===== config.mk =====
export PLATFORM = sky130hd
export DESIGN_NAME = pc_offset_encoder
export DESIGN_NICKNAME = d
export VERILOG_FILES = /design/src/rtl/pc_lut_pkg.sv /design/src/rtl/offset_select.sv /design/src/rtl/pc_offset_encoder.sv
export SDC_FILE = /design/constraint.sdc
export NUM_CORES = 1
export LEC_CHECK = 0
export ABC_AREA = 1
export CORE_ASPECT_RATIO = 0.9
export CORE_MARGIN = 2
export CORE_UTILIZATION = 57
export CTS_CLUSTER_DIAMETER = 60
export DETAILED_ROUTE_END_ITERATION = 10
export PLACE_DENSITY_LB_ADDON = 0.25
export SETUP_SLACK_MARGIN = 0.2
export SYNTH_ARGS = -nofsm -noshare
export SYNTH_HDL_FRONTEND = slang
export SYNTH_SLANG_ARGS = --single-unit

===== constraint.sdc =====
create_clock -name Clk -period 9.9 [get_ports Clk]
set_input_delay 1.98 -clock Clk [delete_from_list [all_inputs] [get_ports Clk]]
set_output_delay 1.98 -clock Clk [all_outputs]
set_load 0.01 [all_outputs]

===== src/rtl/pc_lut_pkg.sv =====
// Shared branch-target LUT definitions: widths, index constants, offset table,
// the target lookup used by both the forward LUT and the offset encoder, and FSM states.
package pc_lut_pkg;

  localparam int B      = 3;
  localparam int CODE_W = B + 1;
  localparam int TGT_W  = B + 3;
  localparam int LUT_N  = 8;

  localparam logic [CODE_W-1:0] IDX_P2  = 4'd0;
  localparam logic [CODE_W-1:0] IDX_M2  = 4'd1;
  localparam logic [CODE_W-1:0] IDX_P4  = 4'd2;
  localparam logic [CODE_W-1:0] IDX_M4  = 4'd3;
  localparam logic [CODE_W-1:0] IDX_P8  = 4'd4;
  localparam logic [CODE_W-1:0] IDX_M8  = 4'd5;
  localparam logic [CODE_W-1:0] IDX_P16 = 4'd6;
  localparam logic [CODE_W-1:0] IDX_M16 = 4'd7;

  typedef logic signed [TGT_W-1:0] tgt_t;

  localparam tgt_t LUT_TABLE [LUT_N] = '{
    6'sd2, -6'sd2, 6'sd4, -6'sd4, 6'sd8, -6'sd8, 6'sd16, -6'sd16
  };

  // Indices beyond the table map to a zero displacement.
  function automatic tgt_t lut_target(input logic [CODE_W-1:0] idx);
    tgt_t t;
    if (idx < CODE_W'(LUT_N)) begin
      t = LUT_TABLE[idx[$clog2(LUT_N)-1:0]];
    end else begin
      t = '0;
    end
    return t;
  endfunction

  typedef enum logic [1:0] {
    IDLE = 2'd0,
    EMIT = 2'd1,
    FIN  = 2'd2
  } state_e;

endpackage


===== src/rtl/offset_select.sv =====
// Greedy code choice: picks the largest-magnitude LUT entry not overshooting the
// remaining displacement, and reports the remainder after taking it.
module offset_select
  import pc_lut_pkg::*;
#(
  parameter int W = 12
) (
  input  logic signed [W:0]        rem_i,
  output logic        [CODE_W-1:0] code_o,
  output logic signed [W:0]        next_rem_o,
  output logic                     is_last_o
);

  localparam logic signed [W:0] P16 = (W+1)'(16);
  localparam logic signed [W:0] M16 = -(W+1)'(16);
  localparam logic signed [W:0] P8  = (W+1)'(8);
  localparam logic signed [W:0] M8  = -(W+1)'(8);
  localparam logic signed [W:0] P4  = (W+1)'(4);
  localparam logic signed [W:0] M4  = -(W+1)'(4);
  localparam logic signed [W:0] M2  = -(W+1)'(2);

  tgt_t              tgt_s;
  logic signed [W:0] tgt_ext_s;

  // Priority chain from largest magnitude down; +2 covers rem==2 and the idle rem==0.
  always_comb begin
    code_o = IDX_P2;
    if (rem_i >= P16) begin
      code_o = IDX_P16;
    end else if (rem_i <= M16) begin
      code_o = IDX_M16;
    end else if (rem_i >= P8) begin
      code_o = IDX_P8;
    end else if (rem_i <= M8) begin
      code_o = IDX_M8;
    end else if (rem_i >= P4) begin
      code_o = IDX_P4;
    end else if (rem_i <= M4) begin
      code_o = IDX_M4;
    end else if (rem_i == M2) begin
      code_o = IDX_M2;
    end else begin
      code_o = IDX_P2;
    end
  end

  assign tgt_s      = lut_target(code_o);
  assign tgt_ext_s  = {{(W+1-TGT_W){tgt_s[TGT_W-1]}}, tgt_s};
  assign next_rem_o = rem_i - tgt_ext_s;
  assign is_last_o  = (next_rem_o == '0);

endmodule


===== src/rtl/pc_offset_encoder.sv =====
// Turns a signed PC displacement into a handshaked stream of LUT codes whose
// targets sum to it; odd displacements are rejected with err on the done pulse.
module pc_offset_encoder
  import pc_lut_pkg::*;
#(
  parameter int W  = 12,
  parameter int CW = 8
) (
  input  logic                Clk,
  input  logic                Reset_n,
  input  logic                req_valid,
  output logic                req_ready,
  input  logic signed [W-1:0] req_offset,
  output logic                code_valid,
  input  logic                code_ready,
  output logic [CODE_W-1:0]   code,
  output logic                code_last,
  output logic                done,
  output logic                err,
  output logic [CW-1:0]       count
);

  state_e             state_q, state_d;
  logic signed [W:0]  rem_q, rem_d;
  logic [CW-1:0]      count_q, count_d;
  logic               err_q, err_d;

  logic [CODE_W-1:0]  sel_code_s;
  logic signed [W:0]  sel_next_s;
  logic               sel_last_s;

  offset_select #(.W(W)) u_select (
    .rem_i      (rem_q),
    .code_o     (sel_code_s),
    .next_rem_o (sel_next_s),
    .is_last_o  (sel_last_s)
  );

  // Next-state logic: request acceptance, one code per handshake, single-cycle FIN.
  always_comb begin
    state_d = state_q;
    rem_d   = rem_q;
    count_d = count_q;
    err_d   = err_q;
    case (state_q)
      IDLE: begin
        if (req_valid) begin
          rem_d   = {req_offset[W-1], req_offset};
          count_d = '0;
          if (req_offset[0]) begin
            err_d   = 1'b1;
            state_d = FIN;
          end else if (req_offset == '0) begin
            err_d   = 1'b0;
            state_d = FIN;
          end else begin
            err_d   = 1'b0;
            state_d = EMIT;
          end
        end else begin
          state_d = IDLE;
        end
      end
      EMIT: begin
        if (code_ready) begin
          rem_d   = sel_next_s;
          count_d = count_q + CW'(1);
          if (sel_last_s) begin
            state_d = FIN;
          end else begin
            state_d = EMIT;
          end
        end else begin
          state_d = EMIT;
        end
      end
      FIN: begin
        state_d = IDLE;
      end
      default: begin
        state_d = IDLE;
      end
    endcase
  end

  // State, remainder and result registers.
  always_ff @(posedge Clk or negedge Reset_n) begin
    if (!Reset_n) begin
      state_q <= IDLE;
      rem_q   <= '0;
      count_q <= '0;
      err_q   <= 1'b0;
    end else begin
      state_q <= state_d;
      rem_q   <= rem_d;
      count_q <= count_d;
      err_q   <= err_d;
    end
  end

  assign req_ready  = (state_q == IDLE);
  assign code_valid = (state_q == EMIT);
  assign done       = (state_q == FIN);
  assign code       = sel_code_s;
  assign code_last  = sel_last_s;
  assign err        = err_q;
  assign count      = count_q;

endmodule


Word-level counts from Yosys, hierarchy flattened
Memories as Yosys holds them, arrays and structs flattened.
Cells that the tools add are included.
W data, S select, Z words.
- flip-flop bits (word level): 24
- memories kept: 1
- memory bits (read-only): 48
- output and inout port bits: 17
- add/subtract/negate cells: 2
- mux-type cells: 23
- reduce and logical (&&, ||, !) cells: 6
- order comparisons: 8
- bitwise operators: 1
- equality and inequality tests: 5
- memories (memory ; words ; bits a word ; rd ports ; clocked after memory_dff ; write ports ; line ; source):
    (name not given) ; 8 ; 6 ; 1 ; 0 ; 0 ; pc_lut_pkg.sv:29 ; t = LUT_TABLE[idx[$clog2(LUT_N)-1:0]];
- operator list (operator ; number):
    $mux W13 ; 2
    $pmux W13 S2 ; 1
    $mux W4 ; 6
    $mux W6 ; 3
    $mux W8 ; 2
    $pmux W8 S2 ; 1
    $eq A13 B2 Y1 const B ; 1
    $ge A13 B4 Y1 const B ; 1
    $ge A13 B5 Y1 const B ; 1
    $ge A13 B6 Y1 const B ; 1
    $le A13 B3 Y1 const B ; 1
    $le A13 B4 Y1 const B ; 1
    $le A13 B5 Y1 const B ; 1
    $logic_not A13 Y1 ; 1
    $sub A13 B6 Y13 ; 1
    $logic_not A12 Y1 ; 1
    $mux W2 ; 5
    $add A8 B1 Y8 const B ; 1
    $ge A4 B4 Y1 const B ; 1
    $lt A4 B4 Y1 const B ; 1
    $not A3 Y4 ; 1
    $pmux W2 S2 ; 1
    $reduce_and A3 Y1 ; 1
    $eq A2 B1 Y1 const B ; 1
    7 further kinds ; 8

Logic depth before layout (Yosys ltp)
- depth in word-level cells: 18
- gate-level depth with buffers: 25
- depth with buffers taken out: 25

Cells and area by module
From an unflattened synthesis, not the netlist that was laid out.
- cells, all modules: 314
- area total of the unflattened synthesis: 2074.5 µm²
- by module, submodules not included (module ; cells an instance ; area each (µm²) ; times used):
    pc_offset_encoder ; 154 ; 1203.7 ; 1
    offset_select ; 160 ; 870.8 ; 1

Worst setup path before layout
No wires, ideal clock.
- kind: register -> output
- start: register rem_q[12]
- end: output code_last
- cell stages (with the launch flop): 20
- path buffers: 0
- arrival time: 3.077 ns
- setup slack: 4.843 ns
- data required time: 7.920 ns
- cells stage by stage: dfrtp_1 > nor4_1 > nand4_1 > nor2_1 > a21oi_1 > a21oi_1 > nand2_1 > o21ai_0 > inv_1 > fa_1 > nand3b_1 > and2_1 > inv_1 > nand3_1 > o21bai_1 > or2_1 > nand3_1 > nor3_1 > nand2_1 > nor3_2
- word-level cells in the longest chain between the ends: 15
- elaborated cells between the ends (all ways): 22
- ends and longest elaborated chain (what ; line ; source):
    start: declaration ; pc_offset_encoder.sv:24 ; logic signed [W:0] rem_q, rem_d;
    start signal: assignment ; pc_offset_encoder.sv:95 ; rem_q <= rem_d;
    parallel branches: the longest is 13 deep, another holds $le A13 B3 Y1 ; - ;
    $sub A13 B6 Y13 (*) ; offset_select.sv:49 ; assign next_rem_o = rem_i - tgt_ext_s;
    $logic_not A13 Y1 (*) ; offset_select.sv:50 ; assign is_last_o = (next_rem_o == '0);
    end: declaration ; pc_offset_encoder.sv:17 ; output logic code_last,
Mark *: on every way between the ends. The select of a mux whose other input is x is not followed.

Final worst setup path
Same ends and word-level chain as after synthesis.

==> results.json <==
{
  "endpoint": "code_last",
  "worst_slack_ns": 3.70,
  "worstSkewPairLatency_ns": 0.34,
  "ys_seq_area_share_pct": 32.3,
  "num-nets-final": 329,
  "critical_path_arrival_ns": 4.22,
  "worst-r2r-setup-slack_ns": 6.34,
  "gp_congestion": 0.973,
  "total_power_uw": 798,
  "grt_max_degree": 27,
  "rsz0062_at_grt": "no",
  "wire_per_inst_microns": 14.4,
  "crit_path_end_kind": "primary output",
  "drt_wl_total_microns": 5000,
  "drc": 0,
  "register_area_sq_um": 601,
  "synth_edf_count": 0,
  "place_inst": 344,
  "cts_buffer_depth": 2,
  "first_global_vias": 1823,
  "startpoint": "rem_q[12]$_DFFE_PN0P_",
  "syn_to_final_growth_pct": 20.1,
  "synth-main-ff-cell": "dfrtp_1",
  "cts_tree": "yes",
  "antenna_found_initial": 0,
  "synthTopCellsByArea": "dfrtp_1, nand2_1, inv_1, nor2_1, o21ai_0",
  "skew_ns": 0.0108,
  "ys_top_cells_by_count": "nand2_1, inv_1, nor2_1, dfrtp_1, o21ai_0",
  "synth-adder-area-share_pct": 4.44,
  "place_ws_ns": 4.11,
  "reg2regPathDepth": 20,
  "cts.sinks": 24,
  "hp-class": "reg2reg",
  "worst_slew_pin_slew_ns": 1.11,
  "p_per_area_mw_per_mm2": 357,
  "cts_buffers": 3,
  "status": "finished, final reports clean",
  "synth_compound_gate_area_share_pct": 17.4,
  "maxCapViolCount": 0,
  "stdcell_count": 348,
  "port_buffers": 31,
  "multi_input_area_sq_mm": 0.00110,
  "initial_utilization_pct": 60.2,
  "finalCriticalPeriod_ns": 6.20,
  "via_count": 2005,
  "core_area_sq_mm": 0.00309,
  "power_leakage_nw": 1.06,
  "worstPathMaxFanout": 7,
  "fillers": 276,
  "hpwl_microns": 3740,
  "fin_util_pct": 72.2,
  "synth-seq-cells": 24,
  "irDropWorstVdd_mv": 0.184,
  "ios": 33,
  "yosysTopAreaCell": "dfrtp_1",
  "avgSynthCellArea_sq_um": 6.74,
  "finalSetupViolCount": 0,
  "r2r_start": "rem_q[12]$_DFFE_PN0P_",
  "postRouteAntennaNets": 0,
  "fp.dieW_microns": 64.2,
  "cts_hold_buf": 0,
  "synth_async_sr_flop_share_pct": 100,
  "die_h_microns": 58.2,
  "syn_nets": 298,
  "syn_inst": 276,
  "fin_crit_sh_pct": 62.6,
  "grt_use_total_pct": 28.7,
  "maxSlewViolCount": 0,
  "first_pass_iters": 6,
  "cts_max_level": 1,
  "synth-xor-area-share_pct": 1.41,
  "finalSetupTns_ns": 0,
  "hold_violations": 0,
  "num_rows": 19,
  "yosysMostFrequentCell": "nand2_1",
  "diodes": 0,
  "netlist.area_leader.share_pct": 32.3,
  "worst_r2r_endpoint": "state_q[0]$_DFF_PN0_",
  "cts_setup_buffers": 0,
  "placed_area_sq_mm": 0.00220,
  "hold_slack_ns": 0.508,
  "syn_area_sq_mm": 0.00186,
  "yosys.area_share.simple_pct": 35.6,
  "synthMuxAreaShare_pct": 0,
  "required_ns": 7.92,
  "drt_iter0_markers": 166,
  "relSlewSlack_pct": 25.9,
  "synth_top_family_by_area": "simple AND/OR/NAND/NOR gates",
  "yosysUniqueCellTypes": 39,
  "startpoint_type": "register",
  "dieArea_sq_mm": 0.00374,
  "finalInstanceArea_sq_mm": 0.00223,
  "grt_pass1_wl_microns": 8400,
  "cts_resized": 0,
  "fmax_mhz": 161,
  "drive_above_1_share_pct": 5.88,
  "crit_type": "reg2out",
  "ys_warn_count": 0,
  "overflow": 0,
  "routed_via_density": 5.76,
  "cts_root_buffer": "clkbuf_4",
  "clk_pin_slew_ns": 0.15
}
worst min-delay path by stage:
stage,slack [ns],endpoint,cells after the start,from
floorplan,0.52,err$_DFFE_PN0P_,2,err$_DFFE_PN0P_
global placement,0.47,err$_DFFE_PN0P_,2,err$_DFFE_PN0P_
detailed placement,0.46,err$_DFFE_PN0P_,2,err$_DFFE_PN0P_
CTS,0.51,err$_DFFE_PN0P_,2,err$_DFFE_PN0P_
global route,0.53,err$_DFFE_PN0P_,2,err$_DFFE_PN0P_
finish,0.51,err$_DFFE_PN0P_,2,err$_DFFE_PN0P_
cell families after synthesis:
logic type | count (synthesis)
simple gates | 146
compound gates | 56
xor+xnor | 3
fa+ha+maj | 6
other cells | 1
flops | 24
buf+inv | 40
cells in the final DEF (no fill, tap or decap), types with 2 or more instances in the layout:
cell type         n
clkbuf_4          3
a21oi_1          15
clkdlybuf4s50_1  31
nand4_1           3
o41ai_1           2
o22ai_1           6
o211ai_1          3
nand2_2           3
nor2_1           31
nand2_1          64
nor3_1            6
nor3_2            2
a31oi_1           2
dfrtp_1          24
nor4_1            6
nand3b_1          2
nand3_1          20
xor2_1            2
and3_1            3
ha_1              5
o21ai_0          21
a22oi_1           2
inv_1            31
inv_2             3
state kept, by name, summed over array words and instances (netlist names):
| name | count |
|---|---|
| err | 1 |
| state_q | 2 |
| count | 8 |
| rem_q | 13 |
per-layer routing:
layer	global-route usage [%]	part of all wire [%]
met1	40.4	45
met2	46.7	46
met3	2.52	6.2
met4	10.6	2.0
met5	0	0
layout make-up:
cell class / count / area share, %
Multi-Input combinational cell: 212 / 49.2
Sequential cell: 24 / 26.9
Timing Repair Buffer: 32 / 14.2
Inverter: 34 / 5.72
Tap cell: 42 / 2.35
Clock buffer: 4 / 1.63
worst max-delay path, cell delays in order, from the launching register on:
cell	delay (ns)
dfrtp_1	0.48
nor4_1	0.30
nand4_1	0.14
nor2_1	0.11
a21oi_1	0.08
a21oi_1	0.13
nand2_1	0.08
o21ai_0	0.22
inv_1	0.09
fa_1	0.43
nand3b_1	0.16
and2_1	0.16
inv_1	0.07
nand3_1	0.13
o21bai_1	0.21
or2_1	0.14
nand3_1	0.10
nor3_1	0.14
nand2_1	0.08
nor3_2	0.09
clkdlybuf4s50_1	0.54
power by group:
part,internal [mW],leakage [nW],switching [mW]
Sequential,0.137,0.300,0.0489
Clock,0.0225,0.0210,0.0336
Combinational,0.207,0.735,0.348
(Power assumes the default switching activity.)
